<file path="config.mk">
export PLATFORM = sky130hd
export DESIGN_NAME = spi_slave_resp
export DESIGN_NICKNAME = d
export VERILOG_FILES = /design/src/rtl/spi_pkg.sv /design/src/rtl/spi_sync_edge.sv /design/src/rtl/spi_slave_resp.sv
export SDC_FILE = /design/constraint.sdc
export NUM_CORES = 1
export LEC_CHECK = 0
export ABC_AREA = 1
export CAP_MARGIN = 20
export CORE_ASPECT_RATIO = 1.75
export CORE_MARGIN = 2
export CORE_UTILIZATION = 55
export DETAILED_ROUTE_END_ITERATION = 12
export GPL_TIMING_DRIVEN = 0
export PLACE_DENSITY = 0.86
export SETUP_SLACK_MARGIN = 0.4
export SKIP_LAST_GASP = 1
export SLEW_MARGIN = 5
export SYNTH_ARGS = -nofsm -noshare
export SYNTH_HDL_FRONTEND = slang
export SYNTH_SLANG_ARGS = --single-unit
</file>
<file path="constraint.sdc">
create_clock -name clk -period 2.3 [get_ports clk]
set_clock_uncertainty 0.15 [all_clocks]
set_input_delay 0.69 -clock clk [delete_from_list [all_inputs] [get_ports clk]]
set_output_delay 0.69 -clock clk [all_outputs]
set_load 0.01 [all_outputs]
</file>
<file path="src/rtl/spi_pkg.sv">
`default_nettype none
// ============================================================================
//  Module      : spi_pkg
//  Description : Shared types and constants for the SPI responder. Holds the
//                frame-state encoding, the default frame width and the idle
//                level of the serial lines.
//  Revision    : 1.0 - initial release
// ============================================================================
package spi_pkg;

    // Frame state of the responder (explicit 1-bit encoding).
    typedef enum logic [0:0] {
        IDLE  = 1'b0,
        SHIFT = 1'b1
    } spi_slv_state_t;

    localparam int   SPI_WIDTH    = 16;
    localparam logic SPI_IDLE_LVL = 1'b1;

endpackage : spi_pkg
`default_nettype wire

</file>
<file path="src/rtl/spi_sync_edge.sv">
`default_nettype none
// ============================================================================
//  Module      : spi_sync_edge
//  Description : Brings one asynchronous line into the clk domain through a
//                SYNC_FF-deep flop chain, then adds one edge flop to derive
//                single-cycle rise/fall pulses. All flops reset to RST_VAL so
//                an idle bus produces no spurious edge out of reset.
//  Ports       : clk      - system clock
//                rst_n    - asynchronous active-low reset
//                async_in - asynchronous input line
//                sync_out - synchronized level (last chain flop)
//                rise     - 1-clk pulse on a 0->1 transition of sync_out
//                fall     - 1-clk pulse on a 1->0 transition of sync_out
//  Revision    : 1.0 - initial release
// ============================================================================
module spi_sync_edge #(
    parameter int   SYNC_FF = 2,
    parameter logic RST_VAL = 1'b1
) (
    input  logic clk,
    input  logic rst_n,
    input  logic async_in,
    output logic sync_out,
    output logic rise,
    output logic fall
);

    logic [SYNC_FF-1:0] r_sync;
    logic               r_prev;

    generate
        if (SYNC_FF == 1) begin : g_single
            always_ff @(posedge clk or negedge rst_n) begin
                if (!rst_n) begin
                    r_sync <= RST_VAL;
                end else begin
                    r_sync <= async_in;
                end
            end
        end else begin : g_chain
            always_ff @(posedge clk or negedge rst_n) begin
                if (!rst_n) begin
                    r_sync <= {SYNC_FF{RST_VAL}};
                end else begin
                    r_sync <= {r_sync[SYNC_FF-2:0], async_in};
                end
            end
        end
    endgenerate

    // Edge flop: holds the previous synchronized level.
    always_ff @(posedge clk or negedge rst_n) begin
        if (!rst_n) begin
            r_prev <= RST_VAL;
        end else begin
            r_prev <= r_sync[SYNC_FF-1];
        end
    end

    assign sync_out = r_sync[SYNC_FF-1];
    assign rise     =  r_sync[SYNC_FF-1] & ~r_prev;
    assign fall     = ~r_sync[SYNC_FF-1] &  r_prev;

endmodule : spi_sync_edge
`default_nettype wire

</file>
<file path="src/rtl/spi_slave_resp.sv">
`default_nettype none
// ============================================================================
//  Module      : spi_slave_resp
//  Description : SPI mode-3 responder. Shifts a WIDTH-bit command in on MOSI
//                (sampled on SCLK rise) while returning a preloaded response
//                on MISO (updated on SCLK fall), MSB first. SCLK, SS_n and
//                MOSI are synchronized to clk before use.
//  Ports       : clk     - system clock (SCLK half-period >= 4 clk)
//                rst_n   - asynchronous active-low reset
//                SCLK    - serial clock from master (idles high)
//                SS_n    - active-low frame select
//                MOSI    - serial data from master
//                MISO    - serial data to master (1 when idle)
//                tx_data - response word for the next frame
//                wrt_tx  - 1-clk pulse, loads tx_data into holding register
//                cmd     - last complete received command
//                cmd_rdy - 1-clk pulse when cmd has been updated
//                busy    - high while a frame is in progress
//  Revision    : 1.0 - initial release
// ============================================================================
module spi_slave_resp
    import spi_pkg::*;
#(
    parameter int WIDTH   = SPI_WIDTH,
    parameter int SYNC_FF = 2
) (
    input  logic             clk,
    input  logic             rst_n,
    input  logic             SCLK,
    input  logic             SS_n,
    input  logic             MOSI,
    output logic             MISO,
    input  logic [WIDTH-1:0] tx_data,
    input  logic             wrt_tx,
    output logic [WIDTH-1:0] cmd,
    output logic             cmd_rdy,
    output logic             busy
);

    localparam int              c_cnt_w = $clog2(WIDTH + 1);
    localparam logic [c_cnt_w-1:0] c_full = c_cnt_w'(WIDTH);

    // ------------------------------------------------------------------
    // Synchronizers
    // ------------------------------------------------------------------
    logic w_sclk_sync_unused;
    logic w_sclk_rise;
    logic w_sclk_fall;
    logic w_ss_sync_unused;
    logic w_ss_rise;
    logic w_ss_fall;
    logic w_mosi_sync;
    logic w_mosi_rise_unused;
    logic w_mosi_fall_unused;

    spi_sync_edge #(.SYNC_FF(SYNC_FF), .RST_VAL(SPI_IDLE_LVL)) u_sync_sclk (
        .clk      (clk),
        .rst_n    (rst_n),
        .async_in (SCLK),
        .sync_out (w_sclk_sync_unused),
        .rise     (w_sclk_rise),
        .fall     (w_sclk_fall)
    );

    spi_sync_edge #(.SYNC_FF(SYNC_FF), .RST_VAL(SPI_IDLE_LVL)) u_sync_ss (
        .clk      (clk),
        .rst_n    (rst_n),
        .async_in (SS_n),
        .sync_out (w_ss_sync_unused),
        .rise     (w_ss_rise),
        .fall     (w_ss_fall)
    );

    // MOSI takes the same number of flops as SCLK, so its synchronized level
    // is the bit that was on the pin when SCLK rose.
    spi_sync_edge #(.SYNC_FF(SYNC_FF), .RST_VAL(SPI_IDLE_LVL)) u_sync_mosi (
        .clk      (clk),
        .rst_n    (rst_n),
        .async_in (MOSI),
        .sync_out (w_mosi_sync),
        .rise     (w_mosi_rise_unused),
        .fall     (w_mosi_fall_unused)
    );

    // ------------------------------------------------------------------
    // Frame state
    // ------------------------------------------------------------------
    spi_slv_state_t     r_state;
    logic [c_cnt_w-1:0] r_bit_cnt;
    logic [WIDTH-1:0]   r_tx_shift;
    logic [WIDTH-1:0]   r_rx_shift;
    logic [WIDTH-1:0]   r_hold;
    logic               r_miso;
    logic [WIDTH-1:0]   r_cmd;
    logic               r_cmd_rdy;
    logic               r_busy;

    logic               w_take_rise;
    logic [WIDTH-1:0]   w_rx_next;
    logic [c_cnt_w-1:0] w_cnt_next;
    logic [WIDTH-1:0]   w_tx_load;

    // Receive-side next values. Computed combinationally so that an SCLK
    // rise landing in the same clk as the SS_n rise is counted before the
    // end-of-frame check. Rises past a full frame are ignored.
    always_comb begin
        w_take_rise = (r_state == SHIFT) && w_sclk_rise && (r_bit_cnt != c_full);
        w_rx_next   = r_rx_shift;
        w_cnt_next  = r_bit_cnt;
        if (w_take_rise) begin
            w_rx_next  = {r_rx_shift[WIDTH-2:0], w_mosi_sync};
            w_cnt_next = r_bit_cnt + 1'b1;
        end
    end

    // A write coinciding with the frame start goes straight to the shifter.
    assign w_tx_load = wrt_tx ? tx_data : r_hold;

    always_ff @(posedge clk or negedge rst_n) begin
        if (!rst_n) begin
            r_state    <= IDLE;
            r_bit_cnt  <= '0;
            r_tx_shift <= '0;
            r_rx_shift <= '0;
            r_hold     <= '0;
            r_miso     <= SPI_IDLE_LVL;
            r_cmd      <= '0;
            r_cmd_rdy  <= 1'b0;
            r_busy     <= 1'b0;
        end else begin
            r_cmd_rdy <= 1'b0;
            if (wrt_tx) begin
                r_hold <= tx_data;
            end

            case (r_state)
                IDLE: begin
                    r_busy <= 1'b0;
                    r_miso <= SPI_IDLE_LVL;
                    if (w_ss_fall) begin
                        r_state    <= SHIFT;
                        r_tx_shift <= w_tx_load;
                        r_bit_cnt  <= '0;
                        r_busy     <= 1'b1;
                        r_miso     <= w_tx_load[WIDTH-1];
                    end
                end

                SHIFT: begin
                    r_rx_shift <= w_rx_next;
                    r_bit_cnt  <= w_cnt_next;
                    if (w_ss_rise) begin
                        r_state <= IDLE;
                        r_busy  <= 1'b0;
                        r_miso  <= SPI_IDLE_LVL;
                        // Short frames are dropped without touching cmd.
                        if (w_cnt_next == c_full) begin
                            r_cmd     <= w_rx_next;
                            r_cmd_rdy <= 1'b1;
                        end
                    end else if (w_sclk_fall && (r_bit_cnt != '0)) begin
                        // The leading fall of a frame does not shift: the MSB
                        // must stay on MISO until the master samples it.
                        r_tx_shift <= {r_tx_shift[WIDTH-2:0], 1'b0};
                        r_miso     <= r_tx_shift[WIDTH-2];
                    end
                end

                default: begin
                    r_state <= IDLE;
                end
            endcase
        end
    end

    assign MISO    = r_miso;
    assign cmd     = r_cmd;
    assign cmd_rdy = r_cmd_rdy;
    assign busy    = r_busy;

endmodule : spi_slave_resp
`default_nettype wire

</file>
==> results of run 1 <==
-- state kept, by name, indices dropped and copies added, names as in the netlist --
register / count
u_sync_sclk.r_prev: 1
r_tx_shift: 15
u_sync_mosi.r_sync: 2
u_sync_sclk.r_sync: 2
u_sync_ss.r_prev: 1
cmd_rdy: 1
r_bit_cnt: 5
MISO: 1
u_sync_ss.r_sync: 2
r_state: 1
r_rx_shift: 16
busy: 1
cmd: 16
r_hold: 16
-- power by group through the flow --
| stage | combinational (mW) | sequential, mW | clock (mW) |
|---|---|---|---|
| after CTS | 1.06 | 1.86 | 1.10 |
| final | 1.20 | 1.87 | 1.07 |
| after floorplan | 0.647 | 1.86 | 0 |
| after detailed placement | 0.955 | 1.89 | 0 |
| after global placement | 0.926 | 1.88 | 0 |
| after global routing | 1.32 | 1.90 | 1.17 |
-- cells by family after synthesis --
| logic type | Yosys count | share of synthesized area, % |
|---|---|---|
| fa+ha+maj | 2 | 0.733 |
| buf+inv | 32 | 4.65 |
| compound gates | 30 | 5.13 |
| mux | 16 | 5.28 |
| simple gates | 189 | 25.2 |
| flops | 80 | 59.0 |
-- area by class of cell --
class | instances | area, um^2 | share of cell area (%)
sequential | 80 | 2020 | 45.2
multi-input combinational | 237 | 1350 | 30.3
inverter | 18 | 72.6 | 1.63
timing repair buffer | 63 | 604 | 13.6
clock inverter | 2 | 37.5 | 0.842
buffer | 14 | 101 | 2.27
tap | 80 | 100 | 2.25
clock buffer | 14 | 173 | 3.88
-- path summary, 6_finish.rpt --
kind | startpoint | endpoint | depth (start not counted)
worst max-delay path | r_bit_cnt[0] | cmd[13] | 12
worst max register to register | r_bit_cnt[0] | cmd[13] | 12
max in group asynchronous | rst_n | u_sync_mosi.r_sync[0] | 2
min in group clk | u_sync_sclk.r_sync[0] | u_sync_sclk.r_sync[1] | 0
worst min register to register | u_sync_sclk.r_sync[0] | u_sync_sclk.r_sync[1] | 0
worst min-delay path | rst_n | r_bit_cnt[0] | 1
-- cell usage after synthesis --
cell      count  area share (%)
nand3b_1      1            0.22
buf_2         5            0.73
dfrtp_1      71              52
dfstp_2       9             6.9
nor2_2        3            0.55
nand2_4       3            0.99
ha_1          2            0.73
nor2_1       17             1.9
nor2_4        1            0.33
buf_6         4             1.3
a21oi_1       1            0.15
mux2_2       16             5.3
inv_1        15             1.6
buf_1         1            0.11
nand3_2       1            0.29
o21ai_0       9             1.3
inv_4         1            0.18
nand2_2       3            0.55
o22ai_1       6             1.1
inv_2         2            0.22
clkbuf_1      4            0.44
nand4_1       2            0.37
nand2_1     128              14
nand3_4       2             1.0
a31oi_1      14             2.6
nor2_8        2             1.2
nand3_1      26             3.8
-- through the flow --
stage               power (mW)  utilization [%]  setup TNS (ps)
floorplan                 2.51                -               0
global placement          2.80             64.2         -176720
detailed placement        2.84             64.7               0
CTS                       4.02             70.0               0
global route              4.39             73.2               0
finish                    4.14             73.2               0
-- layout by cell type (no fill, tap or decap), drive strengths merged --
cell type      instances
inv                   18
clkdlybuf4s50         19
nand3                 29
ha                     2
nand4                  2
o22ai                  6
clkbuf                19
nand2                134
dfstp                  9
o21ai                  9
clkinvlp               1
dfrtp                 71
mux2                  16
nand3b                 1
bufinv                 1
nor2                  23
clkdlybuf4s15         13
a21oi                  1
buf                   35
a31oi                 14
dlygate4sd2            5
-- worst max-delay path: stages (launching register included) --
cell	delay (ps)
dfrtp_1	410
inv_2	100
ha_4	150
nand3_4	130
buf_6	160
nand3_2	50
nand2_2	70
inv_2	60
nand2_2	60
nor2_4	190
buf_6	140
nand3_1	70
nand2_1	70
-- repair_timing --
| item | in CTS | in global routing |
|---|---|---|
| setup endpoints to repair | 48 | 46 |
| gates resized for setup | 30 | 45 |
| buffers inserted | 13 | 9 |
| pin swaps | 8 | 8 |
| gates cloned | 0 | 1 |
| endpoints found under the hold margin | 0 | 0 |
-- metal layers --
metal  vias up  wire, um
met3        18       231
met5         -         0
met2        57      3980
li1       1284         -
met1      1301      2810
met4         0       171
==> flow_summary.yaml, run 1 <==
synth:
  synthesis.area_mm2: 0.00341
  synth_nets: 373
  seq_area_frac_synth_pct: 59.0
  synth_cells: 349
  ys_types: 27
  ys_ff_latch: 80
  synth_area_per_cell_um2: 9.78
  yosysWarnings: 0
routing:
  drt_first_pass_iters: 4
  wl_um: 7190
  ant_nets: 0
  via_count: 2660
  drt_iter0_drc: 123
  wl_per_cell_um: 14.2
  vias_per_cell: 5.24
  drc: 0
clock_network:
  cts_tree: "built"
  clk_latency_ps: 370
  clk_pin_slew_ps: 70
  clk_root_buffer_cell: "clkbuf_8"
  cts_hold_buffers: 0
  htreeDepth: 3
  ctsLongestPathBuffers: 2
  clock_sinks: 80
  cts_buffers: 9
run_status:
  outcome: "completed"
pwr:
  seq_power_share_pct: 45.2
  power.switching_mw: 1.32
  p_clk_share_pct: 25.9
  power_frac_comb_pct: 28.9
  cellPowerDensity_mw_per_mm2: 930
  p_int_mw: 2.83
  switching_share_pct: 31.8
  power_leakage_nw: 2.17
  ir_worst_vdd_uv: 627
layout:
  n_antenna_cell: 0
  final_cell_area_mm2: 0.00446
  finalNetCount: 447
  fill_cells: 447
  area_delta_synth_final_pct: 30.5
  drive_gt1_share_pct: 27.3
  final_cells: 508
floorplan:
  io_pins: 41
  num_rows: 38
  core_mm2: 0.00609
  dieArea_mm2: 0.00688
  initial_core_util_pct: 56.1
  fp.dieH_um: 108
  die_x_um: 63.6
global_route:
  grt_pass1_vias: 2670
  antenna_found_initial: 0
  grt_first_pass_wirelength_um: 12100
  grt_use_met3_pct: 5.41
  grt-busiest-layer: "met2"
  grt_usage_pct: 22.8
  grt_use_met1_pct: 26.1
  overflow: 0
  gr-usage-met2_pct: 40.2
  grt_max_degree: 47
sta:
  finalCritPeriodShare_pct: 82.2
  fmax_mhz: 529
  rsz0062_at_grt: "yes"
  slew-limit-headroom_pct: 66.7
  fin_crit_ps: 1890
  worstMarginPinSlew_ps: 500
  worst_hold_slack_ps: 131
  finalMaxSlewViolations: 0
  finalHoldViolCount: 0
  setup_slack_ps: 409
  setup_violations: 0
critical_path:
  critPathRequiredTime_ps: 2440
  critPathArrivalTime_ps: 2040
  cp_max_fo: 5
  crit_type: "flip-flop to flip-flop"
  reg2reg_slack_ps: 410
  endpoint_kind: "flip-flop"
  startpoint_type: "flip-flop"
placement:
  place.gp.congestion: 0.859
  place_inst: 469
  post_dp_cell_area_mm2: 0.00394
  portBuffers: 39
  dpl.hpwl_um: 4730
  dp_slack_ps: 163
run:
  maxCapViolCount: 0
hold_path:
  hold_class: "primary input to asynchronous set/reset pin"
(Power assumes the default switching activity.)
==> run 2, diff against run 1 <==
==> constraint.sdc (replaced) <==
create_clock -name clk -period 2 [get_ports clk]
set_clock_uncertainty 0.15 [all_clocks]
set_input_delay 0.6 -clock clk [delete_from_list [all_inputs] [get_ports clk]]
set_output_delay 0.6 -clock clk [all_outputs]
set_load 0.01 [all_outputs]
==> flow_summary.yaml, run 2 (synthesis results as in run 1) <==
critical_path:
  r2r-start: "r_bit_cnt[1]"
  startpoint_type: "flip-flop"
  cp_max_fo: 4
  reg2reg_slack_ps: 90
  crit_type: "flip-flop to flip-flop"
  r2r_end: "cmd[2]"
  rr_worst_depth: 12
  endpoint_kind: "flip-flop"
  critPathArrivalTime_ps: 2060
  critical_path.endpoint: "cmd[2]"
  critPathRequiredTime_ps: 2140
  crit_path_start: "r_bit_cnt[1]"
pwr:
  ir_worst_vdd_uv: 762
  p_total_mw: 5.09
  power_leakage_nw: 2.34
  cellPowerDensity_mw_per_mm2: 1060
clock_network:
  ctsLongestPathBuffers: 2
  clk_latency_ps: 350
  htreeDepth: 3
  cts_buffers: 9
  clk_root_buffer_cell: "clkbuf_8"
  clock_sinks: 80
  cts_tree: "built"
  clk_pin_slew_ps: 80
layout:
  final_cells: 533
  fill_cells: 381
  area_delta_synth_final_pct: 40.8
  final_cell_mix: "97 x nand2_1, 69 x dfrtp_1, 36 x buf_4"
  final_common_cell: "nand2_1"
  finalNetCount: 472
  multi_input_area_mm2: 0.00153
  final_cell_area_mm2: 0.00481
  n_antenna_cell: 0
  seqCellArea_mm2: 0.00202
  final_util_pct: 79.0
  drive_gt1_share_pct: 43.7
routing:
  wl_met3_um: 309
  top_layer: "met4"
  drt_first_pass_iters: 4
  drt_iter0_drc: 141
  wl_per_cell_um: 15.4
  via_count: 2815
  vias_per_cell: 5.28
  drc: 0
  wl_um: 8220
  met1_length_um: 2870
  wl_met2_um: 4780
  ant_nets: 0
sta:
  fin_crit_ps: 1910
  finalHoldViolCount: 0
  finalMaxSlewViolations: 0
  worst_hold_slack_ps: 208
  setup_violations: 0
  rsz0062_at_grt: "yes"
  slew-limit-headroom_pct: 66.8
  fmax_mhz: 523
  setup_slack_ps: 87.1
  worstMarginPinSlew_ps: 498
  finalCritPeriodShare_pct: 95.6
  fin_setup_tns_ps: 0
placement:
  dpl.hpwl_um: 4670
  portBuffers: 39
  dp_slack_ps: -74.3
  place_inst: 469
  post_dp_cell_area_mm2: 0.00396
  place.gp.congestion: 0.882
floorplan:
  initial_core_util_pct: 56.1
  die_x_um: 63.6
  core_mm2: 0.00609
  fp.dieH_um: 108
  io_pins: 41
  dieArea_mm2: 0.00688
  num_rows: 38
global_route:
  grt_usage_pct: 24.2
  grt_pass1_vias: 2824
  overflow: 0
  grt_max_degree: 61
  antenna_found_initial: 0
  grt_first_pass_wirelength_um: 12700
run:
  maxCapViolCount: 0
run_status:
  outcome: "completed"
hold_path:
  hold_class: "flip-flop to flip-flop"
  min_path_cells: 0
-- run 2: cell types whose count changed in the layout (fill, tap and decap cells not counted), moves of 6 or more --
cell             delta
buf_6              +12
nand3_1             +6
nand3_2             -6
nand2_1            -23
clkdlybuf4s15_1    -13
nor2_4              +8
buf_2              +14
nor2_1             -13
buf_4              +14
nand2_2            +20
-- run 2: layout make-up --
cell class | instances | share of cell area, %
sequential | 80 | 41.9
multi-input combinational | 237 | 31.7
timing repair buffer | 87 | 15.6
buffer | 14 | 2.81
clock buffer | 10 | 2.65
tap | 80 | 2.08
inverter | 18 | 1.77
clock inverter | 6 | 1.28
timing repair inverter | 1 | 0.130
-- run 2: power breakdown --
part           total (mW)  internal (mW)  leakage [nW]  switching (mW)
sequential           2.20           1.96         0.994           0.246
clock                1.15          0.572        0.0960           0.574
combinational        1.74          0.825          1.25           0.917
-- run 2: worst min-delay path by stage --
| stage | start | to | slack, ps |
|---|---|---|---|
| final | u_sync_ss.r_sync[0] | u_sync_ss.r_sync[1] | 210 |
| after global routing | u_sync_ss.r_sync[0] | u_sync_ss.r_sync[1] | 210 |
| after CTS | u_sync_ss.r_sync[0] | u_sync_ss.r_sync[1] | 210 |
| after detailed placement | u_sync_ss.r_sync[0] | u_sync_ss.r_sync[1] | 200 |
| after global placement | u_sync_sclk.r_sync[0] | u_sync_sclk.r_sync[1] | 200 |
| after floorplan | rst_n | busy | 150 |
-- run 2: timing repair --
item / CTS / global route
hold endpoints to repair: 13 / 0
resized for setup: 122 / 65
setup buffers: 34 / 8
hold buffers: 1 / 0
cloned: 3 / 2
pin swaps: 14 / 7
setup endpoints to repair: 61 / 65
-- run 2: routing by layer --
| layer | up-vias | global-route usage (%) |
|---|---|---|
| li1 | 1332 | - |
| met1 | 1369 | 25.2 |
| met2 | 85 | 44.8 |
| met3 | 29 | 5.52 |
| met4 | 0 | 12.4 |
| met5 | - | 0 |
-- run 2: critical path, stage by stage (launching register included) --
cell and delay, ps:
dfrtp_1 410, inv_2 100, ha_4 150, nand3_4 130, buf_6 160, nand3_1 60
nand2_1 70, nand2_2 70, nand2_2 60, nor2_4 180, buf_4 150, nand3_1 70
nand2_1 70
